$ cat src/rtl/hour_set_ctrl_if.sv
// Hour-setting bus: button level and minute carry in, hour register and status out.
interface hour_set_ctrl_if;
    logic       debounced;
    logic       hourCarry;
    logic [4:0] hour;
    logic [1:0] hourTens;
    logic [3:0] hourUnits;
    logic       dayCarry;
    logic       setActive;

    modport master (
        output debounced, hourCarry,
        input  hour, hourTens, hourUnits, dayCarry, setActive
    );

    modport slave (
        input  debounced, hourCarry,
        output hour, hourTens, hourUnits, dayCarry, setActive
    );
endinterface

$ cat src/rtl/hour_set_ctrl.sv
// Hour register with button press/auto-repeat stepping and minute-carry timekeeping.
// state  | meaning
// IDLE   | button released, waiting for a rising edge
// HOLD   | press step done, timing the initial hold delay
// REPEAT | auto-repeat, one step every REPEAT_CYCLES while held
module hour_set_ctrl #(
    parameter int HOLD_CYCLES   = 100000000,
    parameter int REPEAT_CYCLES = 25000000,
    parameter int HOURS         = 24
) (
    input logic           Clk_100M,
    input logic           nReset,
    hour_set_ctrl_if.slave bus
);
    typedef enum logic [1:0] {IDLE, HOLD, REPEAT} state_t;

    localparam logic [4:0]  LAST_HOUR = 5'(HOURS - 1);
    localparam logic [26:0] HOLD_LAST = 27'(HOLD_CYCLES - 1);
    localparam logic [26:0] REP_LAST  = 27'(REPEAT_CYCLES - 1);

    state_t      state_q, state_d;
    logic [26:0] cnt_q, cnt_d;
    logic        btn_q, btn_d;
    logic [4:0]  hour_q, hour_d;
    logic [1:0]  tens_q, tens_d;
    logic [3:0]  units_q, units_d;
    logic        day_carry_q, day_carry_d;
    logic        set_active_q, set_active_d;
    logic        rise, step;
    logic [4:0]  t_hour;

    always_comb begin
        rise    = bus.debounced & ~btn_q;
        btn_d   = bus.debounced;
        step    = 1'b0;
        state_d = state_q;
        cnt_d   = cnt_q;
        case (state_q)
            IDLE: begin
                if (rise) begin
                    step    = 1'b1;
                    cnt_d   = '0;
                    state_d = HOLD;
                end
            end
            HOLD: begin
                if (!bus.debounced) begin
                    state_d = IDLE;
                    cnt_d   = '0;
                end else if (cnt_q == HOLD_LAST) begin
                    step    = 1'b1;
                    cnt_d   = '0;
                    state_d = REPEAT;
                end else begin
                    cnt_d = cnt_q + 27'd1;
                end
            end
            REPEAT: begin
                if (!bus.debounced) begin
                    state_d = IDLE;
                    cnt_d   = '0;
                end else if (cnt_q == REP_LAST) begin
                    step  = 1'b1;
                    cnt_d = '0;
                end else begin
                    cnt_d = cnt_q + 27'd1;
                end
            end
            default: begin
                state_d = IDLE;
                cnt_d   = '0;
            end
        endcase

        // Timekeeping carry is applied before the manual step.
        t_hour = bus.hourCarry ? ((hour_q == LAST_HOUR) ? 5'd0 : hour_q + 5'd1) : hour_q;
        hour_d = step ? ((t_hour == LAST_HOUR) ? 5'd0 : t_hour + 5'd1) : t_hour;

        day_carry_d  = bus.hourCarry & (hour_q == LAST_HOUR);
        set_active_d = (state_q != IDLE);

        if (hour_d >= 5'd20) begin
            tens_d  = 2'd2;
            units_d = 4'(hour_d - 5'd20);
        end else if (hour_d >= 5'd10) begin
            tens_d  = 2'd1;
            units_d = 4'(hour_d - 5'd10);
        end else begin
            tens_d  = 2'd0;
            units_d = 4'(hour_d);
        end
    end

    always_ff @(posedge Clk_100M or negedge nReset) begin
        if (!nReset) begin
            state_q      <= IDLE;
            cnt_q        <= '0;
            btn_q        <= 1'b1;
            hour_q       <= '0;
            tens_q       <= '0;
            units_q      <= '0;
            day_carry_q  <= 1'b0;
            set_active_q <= 1'b0;
        end else begin
            state_q      <= state_d;
            cnt_q        <= cnt_d;
            btn_q        <= btn_d;
            hour_q       <= hour_d;
            tens_q       <= tens_d;
            units_q      <= units_d;
            day_carry_q  <= day_carry_d;
            set_active_q <= set_active_d;
        end
    end

    assign bus.hour      = hour_q;
    assign bus.hourTens  = tens_q;
    assign bus.hourUnits = units_q;
    assign bus.dayCarry  = day_carry_q;
    assign bus.setActive = set_active_q;
endmodule

$ cat src/flat_wrapper.sv
// flat-port wrapper written by rule: the top's interface ports become plain ports
module hour_set_ctrl_flat 
#(
    parameter int HOLD_CYCLES   = 100000000,
    parameter int REPEAT_CYCLES = 25000000,
    parameter int HOURS         = 24
)
  (Clk_100M, nReset, bus_debounced, bus_hourCarry, bus_hour, bus_hourTens, bus_hourUnits, bus_dayCarry, bus_setActive);
  hour_set_ctrl_if bus_i ();
  input logic Clk_100M;
  input logic nReset;
  input wire logic [$bits(bus_i.debounced)-1:0] bus_debounced;
  input wire logic [$bits(bus_i.hourCarry)-1:0] bus_hourCarry;
  output wire logic [$bits(bus_i.hour)-1:0] bus_hour;
  output wire logic [$bits(bus_i.hourTens)-1:0] bus_hourTens;
  output wire logic [$bits(bus_i.hourUnits)-1:0] bus_hourUnits;
  output wire logic [$bits(bus_i.dayCarry)-1:0] bus_dayCarry;
  output wire logic [$bits(bus_i.setActive)-1:0] bus_setActive;
  assign bus_i.debounced = bus_debounced;
  assign bus_i.hourCarry = bus_hourCarry;
  assign bus_hour = bus_i.hour;
  assign bus_hourTens = bus_i.hourTens;
  assign bus_hourUnits = bus_i.hourUnits;
  assign bus_dayCarry = bus_i.dayCarry;
  assign bus_setActive = bus_i.setActive;
  hour_set_ctrl #(.HOLD_CYCLES(HOLD_CYCLES), .REPEAT_CYCLES(REPEAT_CYCLES), .HOURS(HOURS)) u_core (.Clk_100M(Clk_100M), .nReset(nReset), .bus(bus_i));
endmodule
$ cat config.mk
export PLATFORM = sky130hd
export DESIGN_NAME = hour_set_ctrl_flat
export DESIGN_NICKNAME = d
export VERILOG_FILES = /design/src/rtl/hour_set_ctrl_if.sv /design/src/rtl/hour_set_ctrl.sv /design/src/flat_wrapper.sv
export SDC_FILE = /design/constraint.sdc
export NUM_CORES = 1
export LEC_CHECK = 0
export ABC_AREA = 1
export CAP_MARGIN = 20
export CORE_MARGIN = 2
export CORE_UTILIZATION = 60
export CTS_CLUSTER_SIZE = 30
export DETAILED_ROUTE_END_ITERATION = 10
export PLACE_DENSITY_LB_ADDON = 0.12
export SETUP_SLACK_MARGIN = 0.15
export SLEW_MARGIN = 20
export SYNTH_ARGS = -nofsm -noshare
export SYNTH_HDL_FRONTEND = slang
export SYNTH_SLANG_ARGS = --single-unit
export TNS_END_PERCENT = 100
$ cat constraint.sdc
create_clock -name Clk_100M -period 5.7 [get_ports Clk_100M]
set_clock_uncertainty 0.1 [all_clocks]
set_input_delay 0.57 -clock Clk_100M [delete_from_list [all_inputs] [get_ports Clk_100M]]
set_output_delay 0.57 -clock Clk_100M [all_outputs]
set_load 0.01 [all_outputs]
==> run metrics <==
Synth Area per Inst=7.34 µm²; relative slew slack=38.4%; wire per inst=12.5 µm; cells taking the most area after synthesis=sky130_fd_sc_hd__dfrtp_1 39%, sky130_fd_sc_hd__nand2_1 11%, sky130_fd_sc_hd__nor2_1 7.1%, sky130_fd_sc_hd__inv_1 7.0%, sky130_fd_sc_hd__nand3_1 5.9%; Antenna Nets Post-Route=0; worst path cell trace=clkdlybuf4s50_1, nand2_1, nor2_1, a21oi_1, ha_1, inv_1, nor2_1, inv_1, nand2_1, nand3_1, nand2_2, inv_1, ha_1, nand3_1, nand3_1, nand2_2, nand2_1, nand2_1, nand2_1; FMAX=0.334 GHz; post-synth cell types=35; number of gates resized after cts=0; initial cell density of the core=61.3%; width of the die=70.3 µm; final clock period utilization by the worst path=52.5%; clk slew on worst S/H paths=0.08 ns; register bit count reported by yosys=42; synthesized area=2630 µm²; number of DRC violations after detailed-routing iteration 0=146; antenna violations before repair=0; setup repair after global routing missed its margin=false; half-perimeter wire length after detailed placement=3960 µm; core area=4290 µm²; max-slew violation total from the final report=0; Vias/cell=5.34; leakage power total=1.29 nW; share of the synthesized area in the top cell type=39.0%; min cycle time layout=2.99 ns; Synth-to-Final Area Change=10.8%; CP Class=input pin to flip-flop; cell depth of the worst flop-to-flop path=19; area of the die=4940 µm²; instance count of the mapped netlist=359; total global routing overflow=0; vias in the first global route=2134; Setup-failing EPs final=0; global placer's final weighted congestion=0.949; count of endpoints failing hold in the final timing report=0; Worst setup SP type=input pin; Post-synth ARST share=100%; Primary FF master, synth=sky130_fd_sc_hd__dfrtp_1; drt drc=0; Mapped Nets=371; slowest cell on the critical path=sky130_fd_sc_hd__clkdlybuf4s50_1; worst setup timing slack at the placement stage=2.44 ns; yosys warns=0; input/output buffers=16; worst stage delay on the critical path=0.52 ns; run status=finished, final reports clean; count of standard-cell rows=24; count of flip-flops with a built-in enable after synthesis=0; setup TNS after final layout=0 ns; number of levels in the clock H-tree=2; clock network latency to the later pin of the worst-skew pair=0.29 ns; wire length of the first global-routing pass=9500 µm; wire length reported by the detailed router=5380 µm; clock tree from TritonCTS=built; largest net degree at the start of global routing=43; smallest setup slack after layout=2.71 ns; All-Layer GR Usage=23.5%; Worst setup EP type=flip-flop; number of top-level pins=17; fraction of the yosys area taken by sequential cells=40.0%; ANT cells=0; TritonCTS sink count=42; layout cells sized above 1=8.97%; CTS Buf Count=5; worst path bufs/invs=4; worst-case vdd ir drop=333 µV; path type of the worst min-delay path=input pin to asynchronous set/reset pin; cell accounting for the most synthesized area=sky130_fd_sc_hd__dfrtp_1; iteration count of the initial detailed-routing pass=5; post-cts hold buffer count=0; CP Depth=19; buffer type at the clock tree root=sky130_fd_sc_hd__clkbuf_8; post-layout net count=390; cell with the most instances on the worst path=sky130_fd_sc_hd__nand2_1; setup bufs post-CTS=0; gate family responsible for the most delay along the worst path=simple AND/OR/NAND/NOR gates; die height=70.3 µm; via count=2301; Max Buffers Root-to-Sink=2; maximum capacitance violations=0; required time at the endpoint of the critical path=5.78 ns; power density over the cells=441 nW/µm²; transition time at the pin with the least slew margin=0.924 ns; biggest fanout along the worst timing path=7; Arr. time, crit path=3.08 ns
==> report_power, final <==
group	internal [W]	leakage (nW)	switching, W
combinational	0.000254	0.686	0.000440
sequential	0.000355	0.555	0.0000404
clock	0.0000978	0.0482	0.000101
==> cell usage in the layout (no fill, tap or decap), types with 2 or more instances in the layout <==
master	instances
sky130_fd_sc_hd__clkdlybuf4s50_1	15
sky130_fd_sc_hd__inv_2	4
sky130_fd_sc_hd__inv_1	49
sky130_fd_sc_hd__dfrtp_1	41
sky130_fd_sc_hd__o21ai_0	15
sky130_fd_sc_hd__a21oi_1	11
sky130_fd_sc_hd__o21a_1	2
sky130_fd_sc_hd__nand4_1	5
sky130_fd_sc_hd__nor2_1	50
sky130_fd_sc_hd__nor3_1	12
sky130_fd_sc_hd__xor2_1	10
sky130_fd_sc_hd__ha_1	8
sky130_fd_sc_hd__nor4_1	3
sky130_fd_sc_hd__nand2_2	10
sky130_fd_sc_hd__nand3_1	31
sky130_fd_sc_hd__nor3b_1	2
sky130_fd_sc_hd__nand2_1	80
sky130_fd_sc_hd__clkbuf_8	6
sky130_fd_sc_hd__nand2_4	4
sky130_fd_sc_hd__xnor2_1	3
==> sequential cells by signal, indices dropped and copies added, names as in the netlist <==
signal / count
u_core.bus.hourTens: 2
u_core.bus.hourUnits: 3
u_core.btn_q: 1
u_core.bus.setActive: 1
u_core.cnt_q: 27
u_core.state_q: 2
u_core.bus.dayCarry: 1
u_core.bus.hour: 5
==> worst paths after layout <==
| path | endpoint | slack [ns] | startpoint |
|---|---|---|---|
| min reg2reg | u_core.bus.dayCarry | 0.41 | u_core.bus.hour[3] |
| max in group asynchronous | u_core.bus.hourUnits[1] | 4.62 | nReset |
| max reg2reg | u_core.bus.hourUnits[1] | 2.84 | u_core.bus.hour[0] |
| min in group Clk_100M | u_core.bus.dayCarry | 0.41 | u_core.bus.hour[3] |
| min | u_core.cnt_q[16] | 0.31 | nReset |
| max | u_core.bus.hourUnits[1] | 2.71 | bus_hourCarry |
==> metrics by stage <==
stage | std cells | hold WS [ns] | util [%] | area, µm² | power (W)
2_1_floorplan | 359 | 0.174 | - | 2630 | 0.000894
3_3_place_gp | 423 | 0.401 | 65.9 | 2830 | 0.00107
3_5_place_dp | 423 | 0.404 | 65.9 | 2830 | 0.00108
4_1_cts | 431 | 0.346 | 68.0 | 2920 | 0.00129
5_1_grt | 431 | 0.405 | 68.0 | 2920 | 0.00140
6_report | 431 | 0.308 | 68.0 | 2920 | 0.00129
==> Yosys cell counts, types with 2 or more instances <==
library cell / n
sky130_fd_sc_hd__inv_2: 4
sky130_fd_sc_hd__a21oi_1: 11
sky130_fd_sc_hd__o21ai_0: 15
sky130_fd_sc_hd__nor3b_1: 2
sky130_fd_sc_hd__nand2_2: 10
sky130_fd_sc_hd__buf_4: 3
sky130_fd_sc_hd__nor4_1: 3
sky130_fd_sc_hd__nand4_1: 5
sky130_fd_sc_hd__xnor2_1: 3
sky130_fd_sc_hd__nand3_1: 31
sky130_fd_sc_hd__ha_1: 8
sky130_fd_sc_hd__nor2_1: 50
sky130_fd_sc_hd__o21a_1: 2
sky130_fd_sc_hd__nand2_1: 80
sky130_fd_sc_hd__xor2_1: 10
sky130_fd_sc_hd__nor3_1: 12
sky130_fd_sc_hd__inv_1: 49
sky130_fd_sc_hd__dfrtp_1: 41
sky130_fd_sc_hd__nand2_4: 4
==> metal layers <==
layer	global-route usage [%]	part of all wire [%]	vias to the layer above
met3	4.91	5.5	7
met1	35.3	52	1054
met5	0	0	-
met4	6.41	1.1	0
met2	34.4	41	72
li1	-	-	1168
==> layout make-up <==
type	count	area [µm²]
Clock buffer	7	86.3
Clock inverter	1	5.00
Fill cell	381	1380
Inverter	55	209
Multi-Input combinational cell	258	1350
Sequential cell	42	1050
Tap cell	52	65.1
Timing Repair Buffer	16	155
==> logic make-up (layout without fill, tap and decap cells) <==
logic type,count (synthesis),count (layout),share of synthesized area [%]
and+or+nand+nor,203,203,35.3
buffers and inverters,59,79,8.93
DFF,42,42,40.0
AOI/OAI and AO/OA,34,34,7.70
xor gates and xnor gates,13,13,4.32
adders and majority gates,8,8,3.80
No activity file was read; power rests on OpenSTA's default activity.
